--- src/rtl/vga_timing_pkg.sv ---
// vga_timing_pkg: shared timing constants, helpers and types for the VGA sync generator.
//   CNT_W          - width of the pixel/line counters (10 bits, totals up to 1024)
//   *_DEF          - default 640x480@60 timing
//   sync_pol_e     - asserted level of hsync/vsync
//   axis_total/h_total/v_total - derived period of one axis
//   bar_rgb        - 8-bar test pattern colour for a visible x coordinate
`timescale 1ns/1ps
package vga_timing_pkg;
  localparam int CNT_W     = 10;
  localparam int MAX_TOTAL = 1 << CNT_W;

  localparam int H_ACTIVE_DEF = 640;
  localparam int H_FP_DEF     = 16;
  localparam int H_SYNC_DEF   = 96;
  localparam int H_BP_DEF     = 48;
  localparam int V_ACTIVE_DEF = 480;
  localparam int V_FP_DEF     = 10;
  localparam int V_SYNC_DEF   = 2;
  localparam int V_BP_DEF     = 33;

  typedef enum logic {
    SYNC_ACTIVE_LOW  = 1'b0,
    SYNC_ACTIVE_HIGH = 1'b1
  } sync_pol_e;

  function automatic int axis_total(input int active, input int fp, input int sync, input int bp);
    return active + fp + sync + bp;
  endfunction

  function automatic int h_total(input int active, input int fp, input int sync, input int bp);
    return axis_total(active, fp, sync, bp);
  endfunction

  function automatic int v_total(input int active, input int fp, input int sync, input int bp);
    return axis_total(active, fp, sync, bp);
  endfunction

  // Bar index 0..7 across the visible width; idx bits map straight onto R/G/B.
  function automatic logic [23:0] bar_rgb(input logic [CNT_W-1:0] x, input int bar_w);
    int         idx;
    logic [2:0] b;
    idx = int'(x) / bar_w;
    b   = idx[2:0];
    return {{8{b[2]}}, {8{b[1]}}, {8{b[0]}}};
  endfunction
endpackage

--- src/rtl/vga_sync_gen_if.sv ---
// vga_sync_gen_if: timing/coordinate bundle from the sync generator to the pixel stage.
//   master - driven by vga_sync_gen
//   slave  - consumed by the colour stage / port wrapper
//   coe_red/green/blue exist only with VGA_SYNC_GEN_TESTPAT_EN defined.
`timescale 1ns/1ps
interface vga_sync_gen_if;
  import vga_timing_pkg::*;

  logic             pix_ce;
  logic             coe_hsync;
  logic             coe_vsync;
  logic             pix_active;
  logic [CNT_W-1:0] pix_x;
  logic [CNT_W-1:0] pix_y;
  logic             line_start;
  logic             frame_start;
`ifdef VGA_SYNC_GEN_TESTPAT_EN
  logic [7:0]       coe_red;
  logic [7:0]       coe_green;
  logic [7:0]       coe_blue;

  modport master (output pix_ce, coe_hsync, coe_vsync, pix_active, pix_x, pix_y,
                         line_start, frame_start, coe_red, coe_green, coe_blue);
  modport slave  (input  pix_ce, coe_hsync, coe_vsync, pix_active, pix_x, pix_y,
                         line_start, frame_start, coe_red, coe_green, coe_blue);
`else
  modport master (output pix_ce, coe_hsync, coe_vsync, pix_active, pix_x, pix_y,
                         line_start, frame_start);
  modport slave  (input  pix_ce, coe_hsync, coe_vsync, pix_active, pix_x, pix_y,
                         line_start, frame_start);
`endif
endinterface

--- src/rtl/vga_axis_counter.sv ---
// vga_axis_counter: one timing axis (horizontal or vertical).
//   clk, rst_n - clock, async active-low reset
//   en         - advance this edge
//   count      - current position, resets to TOTAL-1 so the first advance lands on 0
//   active_d   - position after this edge lies in the visible region (combinational)
//   sync       - registered sync level (POL when asserted)
//   wrap       - count is at TOTAL-1 (combinational)
`timescale 1ns/1ps
module vga_axis_counter
  import vga_timing_pkg::*;
#(
  parameter int        ACTIVE = H_ACTIVE_DEF,
  parameter int        FP     = H_FP_DEF,
  parameter int        SYNC   = H_SYNC_DEF,
  parameter int        BP     = H_BP_DEF,
  parameter sync_pol_e POL    = SYNC_ACTIVE_LOW
) (
  input  logic             clk,
  input  logic             rst_n,
  input  logic             en,
  output logic [CNT_W-1:0] count,
  output logic             active_d,
  output logic             sync,
  output logic             wrap
);
  localparam int               TOTAL    = axis_total(ACTIVE, FP, SYNC, BP);
  localparam logic [CNT_W-1:0] LAST     = CNT_W'(TOTAL - 1);
  localparam logic [CNT_W-1:0] ACT_END  = CNT_W'(ACTIVE);
  localparam logic [CNT_W-1:0] SYNC_BEG = CNT_W'(ACTIVE + FP);
  localparam logic [CNT_W-1:0] SYNC_END = CNT_W'(ACTIVE + FP + SYNC);
  localparam logic             ASSERTED = logic'(POL);

  logic [CNT_W-1:0] cnt_d;
  logic             in_sync;

  assign wrap = (count == LAST);

  always_comb begin
    cnt_d = count;
    if (en) cnt_d = wrap ? '0 : count + 1'b1;
  end

  // Decode from the value being loaded so flags line up with count.
  assign active_d = (cnt_d < ACT_END);
  assign in_sync  = (cnt_d >= SYNC_BEG) && (cnt_d < SYNC_END);

  always_ff @(posedge clk or negedge rst_n) begin
    if (!rst_n) begin
      count <= LAST;
      sync  <= ~ASSERTED;
    end else begin
      count <= cnt_d;
      sync  <= in_sync ? ASSERTED : ~ASSERTED;
    end
  end
endmodule

--- src/rtl/vga_sync_gen.sv ---
// vga_sync_gen: 640x480@60 VGA timing from the 50 MHz clock using a /2 pixel enable.
//   csi_clk50   - 50 MHz system clock (only clock)
//   csi_reset_n - async active-low reset
//   vga         - master modport: pix_ce, coe_hsync, coe_vsync, pix_active, pix_x, pix_y,
//                 line_start, frame_start (+ coe_red/green/blue with VGA_SYNC_GEN_TESTPAT_EN)
// Every output is a register loaded on pix_ce edges, so all of them hold for two clocks
// and stay mutually aligned. Define VGA_SYNC_GEN_TESTPAT_EN for an 8-bar colour pattern.
`timescale 1ns/1ps
module vga_sync_gen
  import vga_timing_pkg::*;
#(
  parameter int H_ACTIVE = H_ACTIVE_DEF,
  parameter int H_FP     = H_FP_DEF,
  parameter int H_SYNC   = H_SYNC_DEF,
  parameter int H_BP     = H_BP_DEF,
  parameter int V_ACTIVE = V_ACTIVE_DEF,
  parameter int V_FP     = V_FP_DEF,
  parameter int V_SYNC   = V_SYNC_DEF,
  parameter int V_BP     = V_BP_DEF,
  parameter bit SYNC_POL = 1'b0
) (
  input  logic           csi_clk50,
  input  logic           csi_reset_n,
  vga_sync_gen_if.master vga
);
  localparam sync_pol_e POL = SYNC_POL ? SYNC_ACTIVE_HIGH : SYNC_ACTIVE_LOW;

  if (h_total(H_ACTIVE, H_FP, H_SYNC, H_BP) > MAX_TOTAL ||
      v_total(V_ACTIVE, V_FP, V_SYNC, V_BP) > MAX_TOTAL) begin : g_bad_timing
    $error("vga_sync_gen: H_TOTAL/V_TOTAL exceed the 10-bit counter range");
  end

  logic             ce;
  logic             v_en;
  logic [CNT_W-1:0] h_cnt, v_cnt;
  logic             h_act_d, v_act_d;
  logic             h_wrap, v_wrap;
  logic             hsync, vsync;
  logic             pix_active, line_start, frame_start;

  // Toggle from 0: high in the 1st, 3rd, ... cycle after reset release.
  always_ff @(posedge csi_clk50 or negedge csi_reset_n) begin
    if (!csi_reset_n) ce <= 1'b0;
    else              ce <= ~ce;
  end

  assign v_en = ce & h_wrap;

  vga_axis_counter #(
    .ACTIVE(H_ACTIVE), .FP(H_FP), .SYNC(H_SYNC), .BP(H_BP), .POL(POL)
  ) u_h (
    .clk(csi_clk50), .rst_n(csi_reset_n), .en(ce),
    .count(h_cnt), .active_d(h_act_d), .sync(hsync), .wrap(h_wrap)
  );

  // Vertical steps at the horizontal wrap, so vsync changes at h = 0.
  vga_axis_counter #(
    .ACTIVE(V_ACTIVE), .FP(V_FP), .SYNC(V_SYNC), .BP(V_BP), .POL(POL)
  ) u_v (
    .clk(csi_clk50), .rst_n(csi_reset_n), .en(v_en),
    .count(v_cnt), .active_d(v_act_d), .sync(vsync), .wrap(v_wrap)
  );

  // Next x is 0 exactly when the current x wraps; same for the frame origin.
  always_ff @(posedge csi_clk50 or negedge csi_reset_n) begin
    if (!csi_reset_n) begin
      pix_active  <= 1'b0;
      line_start  <= 1'b0;
      frame_start <= 1'b0;
    end else if (ce) begin
      pix_active  <= h_act_d & v_act_d;
      line_start  <= h_wrap;
      frame_start <= h_wrap & v_wrap;
    end
  end

  assign vga.pix_ce      = ce;
  assign vga.coe_hsync   = hsync;
  assign vga.coe_vsync   = vsync;
  assign vga.pix_active  = pix_active;
  assign vga.pix_x       = h_cnt;
  assign vga.pix_y       = v_cnt;
  assign vga.line_start  = line_start;
  assign vga.frame_start = frame_start;

`ifdef VGA_SYNC_GEN_TESTPAT_EN
  logic [CNT_W-1:0] x_nxt;
  logic [23:0]      rgb;

  assign x_nxt = h_wrap ? '0 : h_cnt + 1'b1;

  always_ff @(posedge csi_clk50 or negedge csi_reset_n) begin
    if (!csi_reset_n)  rgb <= '0;
    else if (ce)       rgb <= (h_act_d & v_act_d) ? bar_rgb(x_nxt, H_ACTIVE / 8) : '0;
  end

  assign vga.coe_red   = rgb[23:16];
  assign vga.coe_green = rgb[15:8];
  assign vga.coe_blue  = rgb[7:0];
`endif
endmodule

--- src/flat_wrapper.sv ---
// flat-port wrapper written by rule: the top's interface ports become plain ports
module vga_sync_gen_flat import vga_timing_pkg::*;
#(
  parameter int H_ACTIVE = H_ACTIVE_DEF,
  parameter int H_FP     = H_FP_DEF,
  parameter int H_SYNC   = H_SYNC_DEF,
  parameter int H_BP     = H_BP_DEF,
  parameter int V_ACTIVE = V_ACTIVE_DEF,
  parameter int V_FP     = V_FP_DEF,
  parameter int V_SYNC   = V_SYNC_DEF,
  parameter int V_BP     = V_BP_DEF,
  parameter bit SYNC_POL = 1'b0
)
  (csi_clk50, csi_reset_n, vga_pix_ce, vga_coe_hsync, vga_coe_vsync, vga_pix_active, vga_pix_x, vga_pix_y, vga_line_start, vga_frame_start);
  vga_sync_gen_if vga_i ();
  input  logic csi_clk50;
  input  logic csi_reset_n;
  output wire logic [$bits(vga_i.pix_ce)-1:0] vga_pix_ce;
  output wire logic [$bits(vga_i.coe_hsync)-1:0] vga_coe_hsync;
  output wire logic [$bits(vga_i.coe_vsync)-1:0] vga_coe_vsync;
  output wire logic [$bits(vga_i.pix_active)-1:0] vga_pix_active;
  output wire logic [$bits(vga_i.pix_x)-1:0] vga_pix_x;
  output wire logic [$bits(vga_i.pix_y)-1:0] vga_pix_y;
  output wire logic [$bits(vga_i.line_start)-1:0] vga_line_start;
  output wire logic [$bits(vga_i.frame_start)-1:0] vga_frame_start;
  assign vga_pix_ce = vga_i.pix_ce;
  assign vga_coe_hsync = vga_i.coe_hsync;
  assign vga_coe_vsync = vga_i.coe_vsync;
  assign vga_pix_active = vga_i.pix_active;
  assign vga_pix_x = vga_i.pix_x;
  assign vga_pix_y = vga_i.pix_y;
  assign vga_line_start = vga_i.line_start;
  assign vga_frame_start = vga_i.frame_start;
  vga_sync_gen #(.H_ACTIVE(H_ACTIVE), .H_FP(H_FP), .H_SYNC(H_SYNC), .H_BP(H_BP), .V_ACTIVE(V_ACTIVE), .V_FP(V_FP), .V_SYNC(V_SYNC), .V_BP(V_BP), .SYNC_POL(SYNC_POL)) u_core (.csi_clk50(csi_clk50), .csi_reset_n(csi_reset_n), .vga(vga_i));
endmodule
--- config.mk ---
export PLATFORM = sky130hd
export DESIGN_NAME = vga_sync_gen_flat
export DESIGN_NICKNAME = d
export VERILOG_FILES = /design/src/rtl/vga_timing_pkg.sv /design/src/rtl/vga_sync_gen_if.sv /design/src/rtl/vga_axis_counter.sv /design/src/rtl/vga_sync_gen.sv /design/src/flat_wrapper.sv
export SDC_FILE = /design/constraint.sdc
export NUM_CORES = 1
export LEC_CHECK = 0
export ABC_CLOCK_PERIOD_IN_PS = 5900
export BUFFER_PORTS_ARGS = -buffer_cell sky130_fd_sc_hd__buf_2
export CAP_MARGIN = 20
export CORE_MARGIN = 2
export CORE_UTILIZATION = 58
export DETAILED_ROUTE_END_ITERATION = 6
export GPL_ROUTABILITY_DRIVEN = 0
export PLACE_DENSITY = 0.86
export SYNTH_ARGS = -nofsm -noshare
export SYNTH_HDL_FRONTEND = slang
export SYNTH_SLANG_ARGS = --single-unit
--- constraint.sdc ---
create_clock -name csi_clk50 -period 5.9 [get_ports csi_clk50]
set_input_delay 0.295 -clock csi_clk50 [delete_from_list [all_inputs] [get_ports csi_clk50]]
set_output_delay 0.295 -clock csi_clk50 [all_outputs]
set_load 0.1 [all_outputs]
==> impl_metrics.py, run 1 <==
metrics = {
    "floorplan": {
        "start_util": 0.600,
        "dieArea_um2": 2910,
        "die_w_um": 53.9,
        "io_pins": 28,
        "placementRows": 18,
        "core_um2": 2410,
        "die_y_um": 53.9,
    },
    "sta": {
        "grt_setup_unrepaired": "no",
        "max_slew_margin": 0.536,
        "final_max_slew_viol_count": 0,
        "setup_viol": 0,
        "fin_setup_tns_ns": 0,
        "fin_skew_ns": 0.0106,
        "hold_slack_ns": 0.493,
        "layout_min_cycle_time_ns": 2.67,
        "maxClockFrequency_ghz": 0.375,
        "period_share": 0.452,
        "hold_viol": 0,
        "max_slew.worst_pin.slew_ns": 0.691,
    },
    "cts": {
        "path_clk_slew_ns": 0.15,
        "post_cts_resized": 0,
        "numCtsBuffers": 3,
        "tritoncts": "done",
        "cts.sinks": 26,
        "cts-root-buf": "clkbuf_4",
        "h-tree-depth": 1,
        "clockBufferDepth": 2,
        "clk_latency_ns": 0.32,
    },
    "critical_path": {
        "cp-start-kind": "register",
        "cp.arrival_ns": 2.90,
        "reg2regPathDepth": 7,
        "r2r-end": "u_core.vga.pix_active",
        "critPathMaxStageDelay_ns": 0.62,
        "cp_slowest_cell": "nor3_4",
        "required_ns": 6.13,
        "cp-end-kind": "register",
        "path_cells": "ha_1 > nand4_1 > nor3_4 > nand3_1 > xnor2_1 > and4_4 > o41ai_2",
        "crit_type": "register to register",
        "timing.critical_path.buf_inv": 0,
        "rr_startpoint": "u_core.u_h.count[0]",
        "regToRegSetupSlack_ns": 3.23,
        "critPathTopFamily": "simple AND/OR/NAND/NOR gates",
        "worstPathMaxFanout": 16,
    },
    "routing": {
        "m1WireLength_mm": 1.45,
        "vias": 1213,
        "drtIter0Drc": 34,
        "highest-signal-layer": "met4",
        "wirelength_mm": 3.05,
        "wl_per_cell_um": 15.3,
        "wl_met2_mm": 1.45,
        "ant_nets": 0,
        "met3WireLength_um": 118,
        "viasPerCell": 6.07,
        "first_pass_iters": 4,
        "remaining_drc_errors": 0,
    },
    "finish": {
        "finalCoreUtilization": 0.671,
        "fill_cells": 196,
        "layout-drive-gt1-share": 0.288,
        "antenna_cells": 0,
        "area_growth_pct": 11.9,
        "fin_nets": 176,
    },
    "yosys": {
        "synth-seq-area-share": 0.460,
        "synth_area_per_cell_um2": 9.98,
        "synth_cell_types": 47,
        "synth_most_common_cell": "nand2_1",
        "yosys.area.top_type": "dfrtp_1",
        "yosysTopAreaCellShare": 0.242,
        "synth_ff_type": "dfrtp_1",
        "mappedNetlistNets": 150,
        "ys_warn_count": 0,
        "synth_edf_count": 0,
        "syn_inst": 145,
        "synth_seq_cells": 26,
        "syn_area_um2": 1450,
        "yosys-top-cells-count": "nand2_1 (17), dfrtp_1 (14), dfstp_2 (12), nor2_1 (11)",
        "synthArstFlopShare": 1.00,
        "netlist_top_cells_area": "dfrtp_1 (24%), dfstp_2 (22%), nand2_1 (4.4%)",
    },
    "run_status": {
        "status": "finished, final reports clean",
    },
    "global_route": {
        "grt_max_degree": 27,
        "antenna_found_initial": 0,
        "grt_pass1_vias": 1103,
        "grt_overflow": 0,
        "grt_pass1_wl_mm": 4.93,
        "grt_usage": 0.234,
    },
    "flow_run": {
        "max_cap_viol_count": 0,
    },
    "power": {
        "peakVddDrop_uv": 155,
        "power.total_uw": 262,
        "p_per_area_nw_per_um2": 162,
        "p_leak_uw": 0.000737,
    },
    "hold_path": {
        "hp-class": "input pin to asynchronous set/reset pin",
    },
    "placed_design": {
        "dp_hpwl_mm": 2.18,
        "io_buffers": 27,
    },
}
==> state kept, by name, summed over array words and instances, names as in the netlist <==
| name | cells |
|---|---|
| u_core.vga.pix_ce | 1 |
| u_core.u_v.count | 10 |
| u_core.vga.frame_start | 1 |
| u_core.u_v.sync | 1 |
| u_core.u_h.sync | 1 |
| u_core.u_h.count | 10 |
| u_core.vga.pix_active | 1 |
| u_core.vga.line_start | 1 |
==> metrics by stage <==
step | cells | area [um^2] | worst slack [ns]
floorplan | 145 | 1450 | 3.13
global placement | 195 | 1580 | 3.42
detailed placement | 195 | 1580 | 3.24
CTS | 200 | 1620 | 3.23
global route | 200 | 1620 | 3.05
finish | 200 | 1620 | 3.23
==> layout by cell type, fill, tap and decap left out, types with 3 or more instances in the layout <==
| master | instances |
|---|---|
| xor2_1 | 3 |
| nor2_1 | 11 |
| and4_1 | 4 |
| o31ai_1 | 3 |
| and3_1 | 3 |
| xnor2_1 | 6 |
| ha_1 | 3 |
| or3_1 | 3 |
| dfrtp_1 | 14 |
| dfstp_2 | 12 |
| o21ai_0 | 3 |
| nand4_1 | 6 |
| inv_1 | 5 |
| nand3_1 | 6 |
| clkbuf_4 | 3 |
| buf_2 | 27 |
| a21oi_1 | 4 |
| nand2_1 | 17 |
| nor3_1 | 3 |
==> layer usage <==
layer | GRT usage | vias up
met1 | 0.328 | 601
met2 | 0.368 | 30
met3 | 0.0417 | 5
li1 | - | 577
met5 | 0 | -
met4 | 0.0769 | 0
==> worst register-to-register path: stages, from the launching register on <==
cell and delay, ns:
dfstp_2 0.60, ha_1 0.21, nand4_1 0.31, nor3_4 0.62
nand3_1 0.18, xnor2_1 0.18, and4_4 0.20, o41ai_2 0.29
==> final cells by class <==
class                   count  area (um^2)  share of cell area
well taps                  30         37.5              0.0232
flip-flops and latches     26          666               0.411
repair buffers             28          145              0.0897
clock buffers               4         26.3              0.0162
inverters                   5         18.8              0.0116
multi-input cells         107          724               0.448
==> power breakdown <==
| part | leakage [uW] | switching, uW | internal, uW | total, uW |
|---|---|---|---|---|
| combinational | 0.000411 | 3.35 | 0.668 | 4.02 |
| sequential | 0.000311 | 0 | 179 | 179 |
| clock | 0.0000150 | 52.8 | 26.4 | 79.2 |
==> worst max-delay path by stage <==
| stage | startpoint | endpoint | slack (ns) | cells after the start |
|---|---|---|---|---|
| after CTS | u_core.u_h.count[0] | u_core.vga.pix_active | 3.23 | 7 |
| after global placement | u_core.u_h.count[4] | u_core.vga.pix_active | 3.42 | 6 |
| after detailed placement | u_core.u_h.count[0] | u_core.vga.pix_active | 3.24 | 7 |
| after floorplan | u_core.u_h.count[4] | u_core.vga.pix_active | 3.13 | 7 |
| final | u_core.u_h.count[0] | u_core.vga.pix_active | 3.23 | 7 |
| after global routing | u_core.u_h.count[0] | u_core.vga.pix_active | 3.05 | 7 |
==> logic make-up (layout without fill, tap and decap cells) <==
group	after synthesis	count (layout)	share of synthesized area
adders and majority gates	3	3	0.0260
xor gates and xnor gates	9	9	0.0545
buffers and inverters	12	37	0.0389
muxes	4	4	0.0294
DFF	26	26	0.460
and+or+nand+nor	63	63	0.245
AOI/OAI and AO/OA	28	28	0.146
==> repair_timing <==
| item | 4_1_cts | 5_1_grt |
|---|---|---|
| endpoints found under the hold margin | 14 | 0 |
| hold buffers | 1 | 0 |
| buffers inserted | 0 | 0 |
Note: power is estimated with default switching activity, not from simulation.
==> run 2: changes to the inputs <==
ABC_AREA = 1   (was not set)
ABC_CLOCK_PERIOD_IN_PS = 2200   (was 5900)
CORE_UTILIZATION = 49   (was 58)
PLACE_DENSITY = 0.77   (was 0.86)
clock period = 2.2 ns   (was 5.9 ns; I/O delays follow)
==> run 2 against run 1 <==
First-iteration DRC count increased by 76%. Non-clock buffer count increased by 2. Die area increased by 23%. Global-route usage decreased by 4.1 points. Total power increased to 3.1 times the previous value. Clock power increased to 4.1 times the previous value.
==> impl_metrics.py, run 2 <==
metrics = {
    "run_status": {
        "status": "finished, final reports clean",
    },
    "sta": {
        "layout_min_cycle_time_ns": 2.01,
        "grt_setup_unrepaired": "no",
        "fin_setup_tns_ns": 0,
        "setup_viol": 0,
        "hold_viol": 0,
        "period_share": 0.913,
        "final_max_slew_viol_count": 0,
        "fin_skew_ns": 0.0120,
        "max_slew.worst_pin.slew_ns": 0.560,
        "max_slew_margin": 0.627,
        "maxClockFrequency_ghz": 0.498,
    },
    "cts": {
        "clockBufferDepth": 2,
        "h-tree-depth": 1,
        "tritoncts": "done",
        "cts-root-buf": "clkbuf_4",
        "numCtsBuffers": 3,
        "clk_latency_ns": 0.32,
        "cts.sinks": 26,
        "path_clk_slew_ns": 0.15,
        "post_cts_resized": 0,
    },
    "global_route": {
        "antenna_found_initial": 0,
        "grt_pass1_wl_mm": 5.26,
        "grt_overflow": 0,
        "grt_pass1_vias": 1217,
        "grt_usage": 0.193,
        "grt_max_degree": 27,
    },
    "finish": {
        "fin_nets": 247,
        "reg.largest.list": "u_core.u_h.count x10, u_core.u_v.count x10",
        "final_cell_mix": "nand2_1 (62), inv_1 (33), buf_2 (27)",
        "layout-drive-gt1-share": 0.241,
        "area_growth_pct": 16.1,
        "antenna_cells": 0,
        "final_design_area_no_fill_um2": 1770,
        "layout.cells.most_common": "nand2_1",
        "fill_cells": 285,
    },
    "floorplan": {
        "io_pins": 28,
        "core_um2": 3000,
        "die_y_um": 59.8,
        "dieArea_um2": 3580,
        "start_util": 0.509,
        "placementRows": 20,
        "die_w_um": 59.8,
    },
    "critical_path": {
        "cp.arrival_ns": 2.28,
        "crit_type": "register to register",
        "reg2regPathDepth": 11,
        "critPathMaxStageDelay_ns": 0.66,
        "required_ns": 2.47,
        "cp-start-kind": "register",
        "path_cells": "ha_1 > nand2_2 > nor2_8 > inv_4 > nor2_8 > buf_4 > nand2_1 > nand2_1 > nand3_1 > nor2_2 > nand3_1",
        "worstPathMaxFanout": 13,
        "cp_slowest_cell": "dfstp_4",
        "cp-end-kind": "register",
    },
    "routing": {
        "m1WireLength_mm": 1.50,
        "first_pass_iters": 4,
        "highest-signal-layer": "met4",
        "vias": 1373,
        "wl_per_cell_um": 11.7,
        "wirelength_mm": 3.20,
        "viasPerCell": 5.01,
        "remaining_drc_errors": 0,
        "met3WireLength_um": 170,
        "drtIter0Drc": 60,
        "wl_met2_mm": 1.50,
        "ant_nets": 0,
    },
    "yosys": {
        "syn_inst": 208,
        "mappedNetlistNets": 213,
        "synth-seq-area-share": 0.436,
        "ys_warn_count": 0,
        "synthArstFlopShare": 1.00,
        "yosysTopAreaCellShare": 0.229,
        "syn_area_um2": 1530,
        "synth_seq_cells": 26,
        "synth_area_per_cell_um2": 7.34,
        "synth_ff_type": "dfrtp_1",
        "synth_edf_count": 0,
        "yosys.area.top_type": "dfrtp_1",
        "synth_most_common_cell": "nand2_1",
        "yosys-top-cells-count": "nand2_1 (62), inv_1 (33), nand3_1 (26), nor2_1 (24), dfrtp_1 (14)",
        "netlist_top_cells_area": "dfrtp_1 (23%), dfstp_2 (21%), nand2_1 (15%)",
        "synth_cell_types": 23,
    },
    "placed_design": {
        "place_area_um2": 1700,
        "dp_hpwl_mm": 2.42,
        "io_buffers": 27,
    },
    "hold_path": {
        "hp-class": "input pin to asynchronous set/reset pin",
    },
    "power": {
        "peakVddDrop_uv": 260,
        "p_per_area_nw_per_um2": 460,
        "p_leak_uw": 0.00103,
    },
    "flow_run": {
        "max_cap_viol_count": 0,
    },
}
==> run 2: area by class of cell <==
| type | count | area, um^2 | share of cell area |
|---|---|---|---|
| clock buffer | 3 | 22.5 | 0.0127 |
| clock inverter | 1 | 30.0 | 0.0169 |
| timing repair buffer | 30 | 160 | 0.0903 |
| inverter | 37 | 141 | 0.0797 |
| sequential | 26 | 673 | 0.379 |
| tap | 33 | 41.3 | 0.0233 |
| multi-input combinational | 144 | 706 | 0.398 |
==> run 2: critical path: cells and delay by family, from the launching register on <==
kind                       cells  cell delay (ns)
and+or+nand+nor                8             0.87
adders and majority gates      1             0.18
DFF                            1             0.66
buffers and inverters          2             0.24
==> run 2: power by group <==
part / internal [uW] / total [uW] / switching [uW]
combinational: 1.79 / 10.6 / 8.80
sequential: 479 / 479 / 0
clock: 184 / 326 / 142
total: 665 / 816 / 151
==> run 2: layer usage <==
layer	up-vias	track usage
li1	707	-
met1	623	0.260
met2	39	0.325
met3	4	0.0281
met4	0	0.0540
met5	-	0
==> run 2: logic make-up (layout without fill, tap and decap cells) <==
group | count (synthesis) | after routing | share of synthesized area
buf+inv | 38 | 71 | 0.102
fa+ha+maj | 3 | 3 | 0.0246
simple gates | 128 | 128 | 0.384
mux | 1 | 1 | 0.00655
xor+xnor | 3 | 3 | 0.0172
flops | 26 | 26 | 0.436
compound gates | 9 | 9 | 0.0295
==> run 2: stage by stage <==
step                      worst slack, ns  std cells  hold slack (ns)  power (uW)  utilization
after global routing               0.0368        274            0.353         845        0.591
after global placement              0.233        267            0.132         497        0.565
final                               0.191        274            0.294         816        0.591
after CTS                           0.155        272            0.312         827        0.586
after detailed placement            0.189        267            0.142         497        0.565
after floorplan                   0.00196        208           -0.186         487            -
==> run 2: repair_timing <==
item | CTS | global route
hold buffers | 1 | 0
hold endpoints to repair | 14 | 0
buffers inserted | 0 | 2
setup endpoints to repair | 0 | 1
==> run 2: path summary, 6_finish.rpt <==
check | from | endpoint | slack [ns]
hold / removal | csi_reset_n | u_core.vga.pix_ce | 0.29
hold reg to reg | u_core.vga.line_start | u_core.vga.line_start | 0.50
min in group csi_clk50 | u_core.vga.line_start | u_core.vga.line_start | 0.50
setup reg to reg | u_core.u_h.count[0] | u_core.u_v.sync | 0.19
setup / recovery | u_core.u_h.count[0] | u_core.u_v.sync | 0.19
max in group asynchronous | csi_reset_n | u_core.u_v.count[2] | 1.52
==> run 3: changes to the inputs <==
ABC_CLOCK_PERIOD_IN_PS = 2400   (was 2200)
CORE_UTILIZATION = 58   (was 49)
PLACE_DENSITY = 0.86   (was 0.77)
clock period = 2.4 ns   (was 2.2 ns; I/O delays follow)
==> run 3 against run 2 <==
Register-to-register slack gained 0.25 ns. Core utilization rose by 11 points. Clock skew down 0.00084 ns. Final cell count shrank 1.8%. Die area fell by 15%. Global-route usage increased by 2.8 points. Final area decreased by 1.5%. Critical path type unchanged. Critical endpoint is now u_core.vga.pix_active.
==> impl_metrics.py, run 3 (synthesis gave the netlist of run 2 again) <==
metrics = {
    "run_status": {
        "status": "finished, final reports clean",
    },
    "critical_path": {
        "worstPathMaxFanout": 17,
        "required_ns": 2.67,
        "cp-end-kind": "register",
        "cp.arrival_ns": 2.23,
        "rr_startpoint": "u_core.u_h.count[0]",
        "reg2regPathDepth": 11,
        "regToRegSetupSlack_ns": 0.44,
        "setup.worst_path.start": "u_core.u_h.count[0]",
        "cp-start-kind": "register",
        "cp-endpoint": "u_core.vga.pix_active",
        "r2r-end": "u_core.vga.pix_active",
        "crit_type": "register to register",
    },
    "sta": {
        "grt_setup_unrepaired": "no",
        "maxClockFrequency_ghz": 0.511,
        "fin_setup_tns_ns": 0,
        "max_slew_margin": 0.627,
        "period_share": 0.816,
        "worst_slack_ns": 0.442,
        "setup_viol": 0,
        "layout_min_cycle_time_ns": 1.96,
        "fin_skew_ns": 0.0112,
        "final_max_slew_viol_count": 0,
        "max_slew.worst_pin.slew_ns": 0.559,
        "hold_viol": 0,
    },
    "global_route": {
        "grt_pass1_wl_mm": 5.53,
        "grt_pass1_vias": 1295,
        "antenna_found_initial": 0,
        "grt_usage": 0.222,
        "grt_overflow": 0,
        "grt_max_degree": 27,
    },
    "routing": {
        "viasPerCell": 5.24,
        "vias": 1409,
        "remaining_drc_errors": 0,
        "first_pass_iters": 4,
        "drtIter0Drc": 64,
        "wirelength_mm": 3.12,
        "ant_nets": 0,
        "wl_per_cell_um": 11.6,
    },
    "cts": {
        "cts_hold_buf": 1,
        "h-tree-depth": 1,
        "clk_latency_ns": 0.31,
        "path_clk_slew_ns": 0.14,
        "tritoncts": "done",
        "postCtsSetupRepairBufs": 0,
        "post_cts_resized": 0,
        "cts.sinks": 26,
        "numCtsBuffers": 3,
        "cts-root-buf": "clkbuf_4",
        "clockBufferDepth": 2,
    },
    "finish": {
        "fin_nets": 245,
        "finalCoreUtilization": 0.706,
        "layout.cells.most_common": "nand2_1",
        "fill_cells": 216,
        "area_growth_pct": 14.4,
        "final_cell_count_no_fill": 269,
        "antenna_cells": 0,
        "final_cell_mix": "nand2_1 (62), inv_1 (33), buf_2 (27)",
        "ff_latch_area_um2": 666,
        "layout-drive-gt1-share": 0.234,
        "multi_input_area_um2": 706,
        "reg.largest.list": "u_core.u_h.count x10, u_core.u_v.count x10",
    },
    "placed_design": {
        "dp_hpwl_mm": 2.43,
        "pre_cts_ws_ns": 0.466,
        "io_buffers": 27,
        "place_inst": 264,
    },
    "power": {
        "p_per_area_nw_per_um2": 423,
        "peakVddDrop_uv": 378,
        "p_leak_uw": 0.00102,
        "power.total_uw": 739,
    },
    "floorplan": {
        "die_w_um": 55.3,
        "start_util": 0.617,
        "io_pins": 28,
        "dieArea_um2": 3060,
        "core_um2": 2480,
        "die_y_um": 55.3,
        "placementRows": 18,
    },
    "hold_path": {
        "hp-class": "input pin to asynchronous set/reset pin",
    },
    "flow_run": {
        "max_cap_viol_count": 0,
    },
}
## run 3: cell types whose count changed in the layout (fill, tap and decap cells not counted)
cell / change
dfstp_4: -2
dfstp_2: +2
buf_4: -2
## run 3: power breakdown
part,switching [uW],internal [uW],leakage (uW)
sequential,0,439,0.000311
combinational,8.04,1.64,0.000679
clock,121,169,0.0000279
## run 3: critical path, stage by stage (launching register included)
cell,delay [ns]
dfstp_2,0.59
ha_1,0.19
nand2_2,0.11
nor2_8,0.17
inv_4,0.06
nor2_8,0.23
nand3_1,0.18
nand3_1,0.15
nand2_1,0.06
clkinv_1,0.05
nand3_1,0.05
nand2_1,0.05
## run 3: final cells by class
cell class / count / area share
Sequential cell: 26 / 0.381
Multi-Input combinational cell: 144 / 0.404
Inverter: 37 / 0.0809
Clock inverter: 1 / 0.0172
Tap cell: 30 / 0.0215
Timing Repair Buffer: 28 / 0.0830
Clock buffer: 3 / 0.0129
## run 3: worst min-delay path by stage
stage | startpoint | to | slack (ns) | cells after the start
after floorplan | csi_reset_n | u_core.u_h.count[5] | -0.18 | 0
after global placement | csi_reset_n | u_core.u_h.count[6] | 0.14 | 1
after detailed placement | csi_reset_n | u_core.u_h.count[6] | 0.15 | 1
after CTS | csi_reset_n | u_core.vga.line_start | 0.33 | 2
after global routing | csi_reset_n | u_core.vga.pix_ce | 0.35 | 2
final | csi_reset_n | u_core.vga.pix_active | 0.31 | 2
## run 3: metal layers
layer / GRT usage / vias to the layer above / routed length (um) / share of wire
met5: 0 / - / 0 / 0
met4: 0.0523 / 0 / 31 / 0.0099
met3: 0.0258 / 5 / 174 / 0.056
met2: 0.388 / 43 / 1550 / 0.50
met1: 0.292 / 659 / 1360 / 0.44
li1: - / 702 / - / -
## run 3: metrics by stage
step / hold WS (ns) / cell area (um^2)
final: 0.313 / 1750
after global routing: 0.355 / 1750
after CTS: 0.332 / 1750
after detailed placement: 0.147 / 1690
after global placement: 0.138 / 1690
after floorplan: -0.176 / 1530
